File: config.mk
export PLATFORM = sky130hd
export DESIGN_NAME = tms320c1x_host_bridge_flat
export DESIGN_NICKNAME = d
export VERILOG_FILES = /design/src/rtl/tms320c1x_host_bridge_if.sv /design/src/rtl/tms320c1x_host_bridge.sv /design/src/flat_wrapper.sv
export SDC_FILE = /design/constraint.sdc
export NUM_CORES = 1
export LEC_CHECK = 0
export ABC_AREA = 1
export CAP_MARGIN = 5
export CORE_ASPECT_RATIO = 1.1
export CORE_UTILIZATION = 29
export CTS_BUF_LIST = sky130_fd_sc_hd__clkbuf_4 sky130_fd_sc_hd__clkbuf_8 sky130_fd_sc_hd__clkbuf_16
export DETAILED_ROUTE_END_ITERATION = 10
export HOLD_SLACK_MARGIN = 0.03
export PLACE_DENSITY = 0.54
export SETUP_SLACK_MARGIN = 0.5
export SLEW_MARGIN = 10
export SYNTH_ARGS = -nofsm -noshare
export SYNTH_HDL_FRONTEND = slang
export SYNTH_SLANG_ARGS = --single-unit
export TNS_END_PERCENT = 5
File: constraint.sdc
create_clock -name CLK -period 4.4 [get_ports CLK]
set_input_delay 0.66 -clock CLK [delete_from_list [all_inputs] [get_ports CLK]]
set_output_delay 0.66 -clock CLK [all_outputs]
set_load 0.005 [all_outputs]
File: src/rtl/tms320c1x_host_bridge_if.sv
// Signal bundle between the TMS320C1X port bus, the main-CPU register window
// and the host memory bus. The bridge uses the slave side; the environment uses the master side.
interface tms320c1x_host_bridge_if #(
    parameter int HOST_AW = 20
);
    logic [2:0]         DSP_A;
    logic [15:0]        DSP_DO;
    logic [15:0]        DSP_DI;
    logic               DSP_WE_N;
    logic               DSP_DEN_N;
    logic               DSP_EN;
    logic               DSP_RS_N;
    logic               DSP_BIO_N;
    logic               DSP_INT_N;
    logic               HOST_CS;
    logic               HOST_WR;
    logic [1:0]         HOST_ADDR;
    logic [15:0]        HOST_DIN;
    logic [15:0]        HOST_DOUT;
    logic [HOST_AW-1:0] MEM_ADDR;
    logic [15:0]        MEM_DOUT;
    logic [15:0]        MEM_DIN;
    logic               MEM_RD;
    logic               MEM_WR;
    logic               MEM_ACK;

    modport slave (
        input  DSP_A, DSP_DO, DSP_WE_N, DSP_DEN_N,
        input  HOST_CS, HOST_WR, HOST_ADDR, HOST_DIN,
        input  MEM_DIN, MEM_ACK,
        output DSP_DI, DSP_EN, DSP_RS_N, DSP_BIO_N, DSP_INT_N,
        output HOST_DOUT, MEM_ADDR, MEM_DOUT, MEM_RD, MEM_WR
    );

    modport master (
        output DSP_A, DSP_DO, DSP_WE_N, DSP_DEN_N,
        output HOST_CS, HOST_WR, HOST_ADDR, HOST_DIN,
        output MEM_DIN, MEM_ACK,
        input  DSP_DI, DSP_EN, DSP_RS_N, DSP_BIO_N, DSP_INT_N,
        input  HOST_DOUT, MEM_ADDR, MEM_DOUT, MEM_RD, MEM_WR
    );
endinterface

File: src/rtl/tms320c1x_host_bridge.sv
// TMS320C1X I/O-port responder: auto-incrementing pointer into host memory with a
// one-word read prefetch, DSP stall while the bus is busy, and a host control window.
module tms320c1x_host_bridge #(
    parameter int HOST_AW = 20,
    parameter int INT_LEN = 8
) (
    input  logic                    CLK,
    input  logic                    RST_N,
    tms320c1x_host_bridge_if.slave  bus
);
    localparam int CW = $clog2(INT_LEN + 1);

    typedef enum logic [1:0] {S_IDLE, S_WR, S_RD} state_e;

    state_e             state_q, state_d;
    logic               we_n_q, den_n_q;
    logic [HOST_AW-1:0] ptr_q, ptr_d, mem_addr_q, mem_addr_d, ptr_inc;
    logic [15:0]        pref_q, pref_d, mbox_q, mbox_d, mem_dout_q, mem_dout_d;
    logic               flag_q, flag_d, run_q, run_d, bio_q, bio_d;
    logic               mem_rd_q, mem_rd_d, mem_wr_q, mem_wr_d;
    logic [CW-1:0]      int_cnt_q, int_cnt_d;
    logic               busy, wr_evt, rd_evt, host_we;

    assign busy    = (state_q != S_IDLE);
    assign ptr_inc = ptr_q + {{(HOST_AW-1){1'b0}}, 1'b1};
    // Strobe edges arriving while busy are dropped; the stalled core cannot produce them.
    assign wr_evt  = !busy && !bus.DSP_WE_N && we_n_q;
    assign rd_evt  = !busy && !bus.DSP_DEN_N && den_n_q;
    assign host_we = bus.HOST_CS && bus.HOST_WR;

    always_comb begin
        state_d    = state_q;
        ptr_d      = ptr_q;
        pref_d     = pref_q;
        mbox_d     = mbox_q;
        flag_d     = flag_q;
        run_d      = run_q;
        bio_d      = bio_q;
        mem_addr_d = mem_addr_q;
        mem_dout_d = mem_dout_q;
        mem_rd_d   = mem_rd_q;
        mem_wr_d   = mem_wr_q;
        int_cnt_d  = (int_cnt_q != '0) ? int_cnt_q - CW'(1) : '0;

        if (host_we) begin
            case (bus.HOST_ADDR)
                2'd0: begin
                    run_d = bus.HOST_DIN[0];
                    bio_d = bus.HOST_DIN[1];
                end
                2'd1:    flag_d    = 1'b0;
                2'd2:    int_cnt_d = CW'(INT_LEN);
                default: ;
            endcase
        end

        if (busy && bus.MEM_ACK) begin
            state_d  = S_IDLE;
            mem_rd_d = 1'b0;
            mem_wr_d = 1'b0;
            if (state_q == S_RD) pref_d = bus.MEM_DIN;
        end

        // DSP events come after the host clear so a same-cycle mailbox write keeps FLAG set.
        if (wr_evt) begin
            case (bus.DSP_A)
                3'd0: begin
                    ptr_d[15:0] = bus.DSP_DO;
                    mem_addr_d  = {ptr_q[HOST_AW-1:16], bus.DSP_DO};
                    mem_rd_d    = 1'b1;
                    state_d     = S_RD;
                end
                3'd1: begin
                    mem_addr_d = ptr_q;
                    mem_dout_d = bus.DSP_DO;
                    ptr_d      = ptr_inc;
                    mem_wr_d   = 1'b1;
                    state_d    = S_WR;
                end
                3'd2: begin
                    ptr_d[HOST_AW-1:16] = bus.DSP_DO[HOST_AW-17:0];
                    mem_addr_d          = {bus.DSP_DO[HOST_AW-17:0], ptr_q[15:0]};
                    mem_rd_d            = 1'b1;
                    state_d             = S_RD;
                end
                3'd3: begin
                    mbox_d = bus.DSP_DO;
                    flag_d = 1'b1;
                end
                default: ;
            endcase
        end else if (rd_evt && bus.DSP_A == 3'd1) begin
            ptr_d      = ptr_inc;
            mem_addr_d = ptr_inc;
            mem_rd_d   = 1'b1;
            state_d    = S_RD;
        end
    end

    always_ff @(posedge CLK or negedge RST_N) begin
        if (!RST_N) begin
            state_q    <= S_IDLE;
            we_n_q     <= 1'b1;
            den_n_q    <= 1'b1;
            ptr_q      <= '0;
            pref_q     <= '0;
            mbox_q     <= '0;
            flag_q     <= 1'b0;
            run_q      <= 1'b0;
            bio_q      <= 1'b0;
            mem_addr_q <= '0;
            mem_dout_q <= '0;
            mem_rd_q   <= 1'b0;
            mem_wr_q   <= 1'b0;
            int_cnt_q  <= '0;
        end else begin
            state_q    <= state_d;
            we_n_q     <= bus.DSP_WE_N;
            den_n_q    <= bus.DSP_DEN_N;
            ptr_q      <= ptr_d;
            pref_q     <= pref_d;
            mbox_q     <= mbox_d;
            flag_q     <= flag_d;
            run_q      <= run_d;
            bio_q      <= bio_d;
            mem_addr_q <= mem_addr_d;
            mem_dout_q <= mem_dout_d;
            mem_rd_q   <= mem_rd_d;
            mem_wr_q   <= mem_wr_d;
            int_cnt_q  <= int_cnt_d;
        end
    end

    always_comb begin
        case (bus.DSP_A)
            3'd0:    bus.DSP_DI = ptr_q[15:0];
            3'd1:    bus.DSP_DI = pref_q;
            3'd3:    bus.DSP_DI = {14'b0, busy, flag_q};
            default: bus.DSP_DI = 16'h0000;
        endcase
        case (bus.HOST_ADDR)
            2'd0:    bus.HOST_DOUT = {14'b0, bio_q, run_q};
            2'd1:    bus.HOST_DOUT = {14'b0, busy, flag_q};
            2'd3:    bus.HOST_DOUT = mbox_q;
            default: bus.HOST_DOUT = 16'h0000;
        endcase
    end

    assign bus.DSP_EN    = !busy;
    assign bus.DSP_RS_N  = run_q;
    assign bus.DSP_BIO_N = !bio_q;
    assign bus.DSP_INT_N = (int_cnt_q == '0);
    assign bus.MEM_ADDR  = mem_addr_q;
    assign bus.MEM_DOUT  = mem_dout_q;
    assign bus.MEM_RD    = mem_rd_q;
    assign bus.MEM_WR    = mem_wr_q;
endmodule
File: src/flat_wrapper.sv
// flat-port wrapper written by rule: the top's interface ports become plain ports
module tms320c1x_host_bridge_flat 
#(
    parameter int HOST_AW = 20,
    parameter int INT_LEN = 8
)
  (CLK, RST_N, bus_DSP_A, bus_DSP_DO, bus_DSP_WE_N, bus_DSP_DEN_N, bus_HOST_CS, bus_HOST_WR, bus_HOST_ADDR, bus_HOST_DIN, bus_MEM_DIN, bus_MEM_ACK, bus_DSP_DI, bus_DSP_EN, bus_DSP_RS_N, bus_DSP_BIO_N, bus_DSP_INT_N, bus_HOST_DOUT, bus_MEM_ADDR, bus_MEM_DOUT, bus_MEM_RD, bus_MEM_WR);
  tms320c1x_host_bridge_if #(.HOST_AW(HOST_AW)) bus_i ();
  input  logic CLK;
  input  logic RST_N;
  input wire logic [$bits(bus_i.DSP_A)-1:0] bus_DSP_A;
  input wire logic [$bits(bus_i.DSP_DO)-1:0] bus_DSP_DO;
  input wire logic [$bits(bus_i.DSP_WE_N)-1:0] bus_DSP_WE_N;
  input wire logic [$bits(bus_i.DSP_DEN_N)-1:0] bus_DSP_DEN_N;
  input wire logic [$bits(bus_i.HOST_CS)-1:0] bus_HOST_CS;
  input wire logic [$bits(bus_i.HOST_WR)-1:0] bus_HOST_WR;
  input wire logic [$bits(bus_i.HOST_ADDR)-1:0] bus_HOST_ADDR;
  input wire logic [$bits(bus_i.HOST_DIN)-1:0] bus_HOST_DIN;
  input wire logic [$bits(bus_i.MEM_DIN)-1:0] bus_MEM_DIN;
  input wire logic [$bits(bus_i.MEM_ACK)-1:0] bus_MEM_ACK;
  output wire logic [$bits(bus_i.DSP_DI)-1:0] bus_DSP_DI;
  output wire logic [$bits(bus_i.DSP_EN)-1:0] bus_DSP_EN;
  output wire logic [$bits(bus_i.DSP_RS_N)-1:0] bus_DSP_RS_N;
  output wire logic [$bits(bus_i.DSP_BIO_N)-1:0] bus_DSP_BIO_N;
  output wire logic [$bits(bus_i.DSP_INT_N)-1:0] bus_DSP_INT_N;
  output wire logic [$bits(bus_i.HOST_DOUT)-1:0] bus_HOST_DOUT;
  output wire logic [$bits(bus_i.MEM_ADDR)-1:0] bus_MEM_ADDR;
  output wire logic [$bits(bus_i.MEM_DOUT)-1:0] bus_MEM_DOUT;
  output wire logic [$bits(bus_i.MEM_RD)-1:0] bus_MEM_RD;
  output wire logic [$bits(bus_i.MEM_WR)-1:0] bus_MEM_WR;
  assign bus_i.DSP_A = bus_DSP_A;
  assign bus_i.DSP_DO = bus_DSP_DO;
  assign bus_i.DSP_WE_N = bus_DSP_WE_N;
  assign bus_i.DSP_DEN_N = bus_DSP_DEN_N;
  assign bus_i.HOST_CS = bus_HOST_CS;
  assign bus_i.HOST_WR = bus_HOST_WR;
  assign bus_i.HOST_ADDR = bus_HOST_ADDR;
  assign bus_i.HOST_DIN = bus_HOST_DIN;
  assign bus_i.MEM_DIN = bus_MEM_DIN;
  assign bus_i.MEM_ACK = bus_MEM_ACK;
  assign bus_DSP_DI = bus_i.DSP_DI;
  assign bus_DSP_EN = bus_i.DSP_EN;
  assign bus_DSP_RS_N = bus_i.DSP_RS_N;
  assign bus_DSP_BIO_N = bus_i.DSP_BIO_N;
  assign bus_DSP_INT_N = bus_i.DSP_INT_N;
  assign bus_HOST_DOUT = bus_i.HOST_DOUT;
  assign bus_MEM_ADDR = bus_i.MEM_ADDR;
  assign bus_MEM_DOUT = bus_i.MEM_DOUT;
  assign bus_MEM_RD = bus_i.MEM_RD;
  assign bus_MEM_WR = bus_i.MEM_WR;
  tms320c1x_host_bridge #(.HOST_AW(HOST_AW), .INT_LEN(INT_LEN)) u_core (.CLK(CLK), .RST_N(RST_N), .bus(bus_i));
endmodule
==> summary.md <==
| Metric | Value |
|---|---|
| Initial Util | 0.2969 |
| Arr. time, crit path | 2.58 ns |
| Startpoint type of the worst setup path | primary input |
| Clk_skew | 0.007535 ns |
| Slew @ Worst Pin | 1.014 ns |
| Initial drt markers | 325 |
| Final core utilization | 0.3916 |
| Slew Viols, Final | 0 |
| Final hold viol count | 0 |
| Post-synth EDFFs | 0 |
| Total leakage power | ~3.2 nW |
| Largest net degree at the start of global routing | 77 |
| H-tree depth | 3 |
| Core area | 0.01774 sq mm |
| Vias in the first global route | 4620 |
| Clock Sinks | 101 |
| I/O Buffers | 119 |
| Setup TNS | 0 ns |
| P per Cell Area | 470.3 mW/mm^2 |
| CTS tree | yes |
| TritonCTS buffer count | 9 |
| CP max stage cell | clkdlybuf4s50_1 |
| Detailed Place HPWL | 11.66 mm |
| Top cells by count, synth | nand2_1, dfrtp_1, nor2_1 |
| Setup bufs post-CTS | 0 |
| RSZ-0062 raised after global routing | false |
| Status | completed |
| Register bit count reported by yosys | 101 |
| Hold-fix buffers, CTS | 0 |
| Area grow syn2layout | 31.88% |
| Fin nets | 866 |
| Mapped Nets | 758 |
| Mapped cell area | 0.005268 sq mm |
| Top post-synthesis cells by area | dfrtp_1, nand2_1, o21ai_0, nor2_1, inv_1 |
| Synth Instances | 697 |
| Total grt overflow | 0 |
| Most frequent CP cell | clkdlybuf4s50_1 |
| Largest area contributor in the netlist | dfrtp_1 |
| Clock latency at the later pin of the worst-skew pair | 0.36 ns |
| Ys async rst share | 1.000 |
| Fillcell total | 1918 |
| Antenna-violating nets left | 0 |
| DR pass1 iterations | 5 |
| Via/cell ratio | between 4 and 5 |
| Wire per inst | 15.28 um |
| Die width | 130.5 um |
| Ant. Diodes | 0 |
| Max FO, Critical Path | 14 |
| Synth unique cells | 30 |
| Slowest cell delay on critical path | 0.56 ns |
| Max-slew headroom | 0.3241 |
| Setup CP Type | in -> out |
| Syn Area/Cell | 7.557 sq um |
| Die area | 0.01871 sq mm |
| Share of layout cells above drive strength 1 | 0.06790 |
| Root Driver | clkbuf_16 |
| Io pins | 134 |
| Reg-to-reg startpoint | u_core.state_q[0]$_DFF_PN0_ |
| Post-layout minimum cycle time | around 3.2 ns |
| Final setup violating endpoints | 0 |
| Vias | 4858 |
| Cell row count | 51 |
| Crit end category | output port |
| Achievable clock frequency | 0.3083 GHz |
| Peak supply drop | 0.2059 mV |
| HP Class | in -> async |
| CP Launch Point | bus_DSP_A[1] |
| Tot GR Track Use | 0.1795 |
| Drt drc | 0 |
| Count leader, synth | nand2_1 |
| Worst endpoint required time | 3.74 ns |
| Clock slew at reported path FFs | roughly 0.060 ns |
| Initial antenna violation count | 0 |
| CP cell instances | clkdlybuf4s50_1 -> nor2_4 -> nand2_1 -> o21ai_0 -> clkdlybuf4s50_1 |
| Sequential area share after synthesis | 0.4803 |
| # resized after CTS | 0 |
| Synthesis Warnings | 0 |
| Clock Path Buffers | 2 |
| Number of max-cap violations | 0 |
| First-pass GRT wire length | around 25 mm |
| Die span in y | 143.4 um |
| RePlAce Congestion | 0.8777 |
| Yosys top cell area share | 0.4703 |
| Period utilization | 0.7373 |
| WL final | 16.01 mm |
| Top_reg_cell synth | dfrtp_1 |
==> cell usage in the layout (no fill, tap or decap), types with 5 or more instances in the layout <==
master,synthesis,layout
dfrtp_1,99,99
a21oi_1,25,25
o21ai_0,71,71
clkbuf_16,0,9
buf_4,0,6
o211ai_1,17,17
mux2_2,17,17
inv_1,75,75
nand3_1,33,33
xor2_1,5,5
nand2_1,215,215
clkdlybuf4s50_1,0,118
nor2_1,80,80
==> worst max-delay path: cells and delay by family <==
family	cells	cell delay (ns)
buffers and inverters	2	1.09
AO/OA/AOI/OAI	1	0.33
AND/OR/NAND/NOR	2	0.50
==> path summary, 6_finish.rpt <==
| kind | endpoint | slack [ns] | depth (start not counted) |
|---|---|---|---|
| hold / removal | u_core.int_cnt_q[0]$_DFF_PN0_ | 0.44 | 1 |
| setup reg to reg | u_core.ptr_q[13]$_DFFE_PN0P_ | 2.11 | 10 |
| max in group asynchronous | u_core.we_n_q$_DFF_PN1_ | 2.95 | 2 |
| setup / recovery | bus_DSP_DI[14] | 1.16 | 5 |
| min in group CLK | u_core.int_cnt_q[0]$_DFF_PN0_ | 0.47 | 1 |
| hold reg to reg | u_core.int_cnt_q[0]$_DFF_PN0_ | 0.47 | 1 |
==> power breakdown <==
part,internal (W),switching (W),total [W]
clock,0.000440,0.000352,0.000792
combinational,0.000533,0.000511,0.00104
sequential,0.00121,0.000217,0.00143
total,0.00219,0.00108,0.00327
==> through the flow <==
stage | worst slack, ns | total power [W] | hold WS (ns) | std cells | area (sq um)
finish | 1.156 | 0.003267 | 0.4443 | 1048 | 6947
global route | 1.023 | 0.003497 | 0.5021 | 1048 | 6947
CTS | 1.175 | 0.003306 | 0.4726 | 1048 | 6947
detailed placement | 1.196 | 0.002505 | 0.4552 | 1032 | 6659
global placement | 1.130 | 0.002492 | 0.4510 | 1032 | 6659
floorplan | 2.301 | 0.001938 | 0.3644 | 697 | 5268
==> sequential cells by signal, summed over array words and instances (netlist names) <==
| register | flops |
|---|---|
| u_core.ptr_q | 20 |
| u_core.pref_q | 16 |
| u_core.state_q | 2 |
| u_core.mbox_q | 16 |
| u_core.bus.MEM_DOUT | 16 |
| u_core.bus.MEM_RD | 1 |
| u_core.bus.MEM_ADDR | 20 |
| u_core.int_cnt_q | 4 |
| u_core.we_n_q | 1 |
| u_core.den_n_q | 1 |
| u_core.bus.DSP_RS_N | 1 |
| u_core.bio_q | 1 |
| u_core.flag_q | 1 |
| u_core.bus.MEM_WR | 1 |
==> cells by family after synthesis <==
group	share of synthesized area
adders and majority gates	0.002375
AOI/OAI and AO/OA	0.1268
and+or+nand+nor	0.2622
buffers and inverters	0.08195
DFF	0.4803
muxes	0.03634
xor gates and xnor gates	0.009976
==> metal layers <==
layer | track usage | part of all wire | wire length, um | up-vias
li1 | - | - | - | 2438
met1 | 0.2329 | 0.45 | 7197 | 2276
met2 | 0.2918 | 0.47 | 7587 | 122
met3 | 0.02755 | 0.047 | 757 | 22
met4 | 0.08348 | 0.029 | 471 | 0
met5 | 0 | 0 | 0 | -
==> cell type report <==
cell class	instances	area, sq um	area share
Sequential cell	101	2530	0.3642
Multi-Input combinational cell	490	2306	0.3320
Timing Repair Buffer	124	1226	0.1765
Inverter	79	299.0	0.04305
Tap cell	238	297.8	0.04287
Clock buffer	15	282.8	0.04071
Clock inverter	1	5.005	0.0007205
Power figures use the tool's default switching activity.
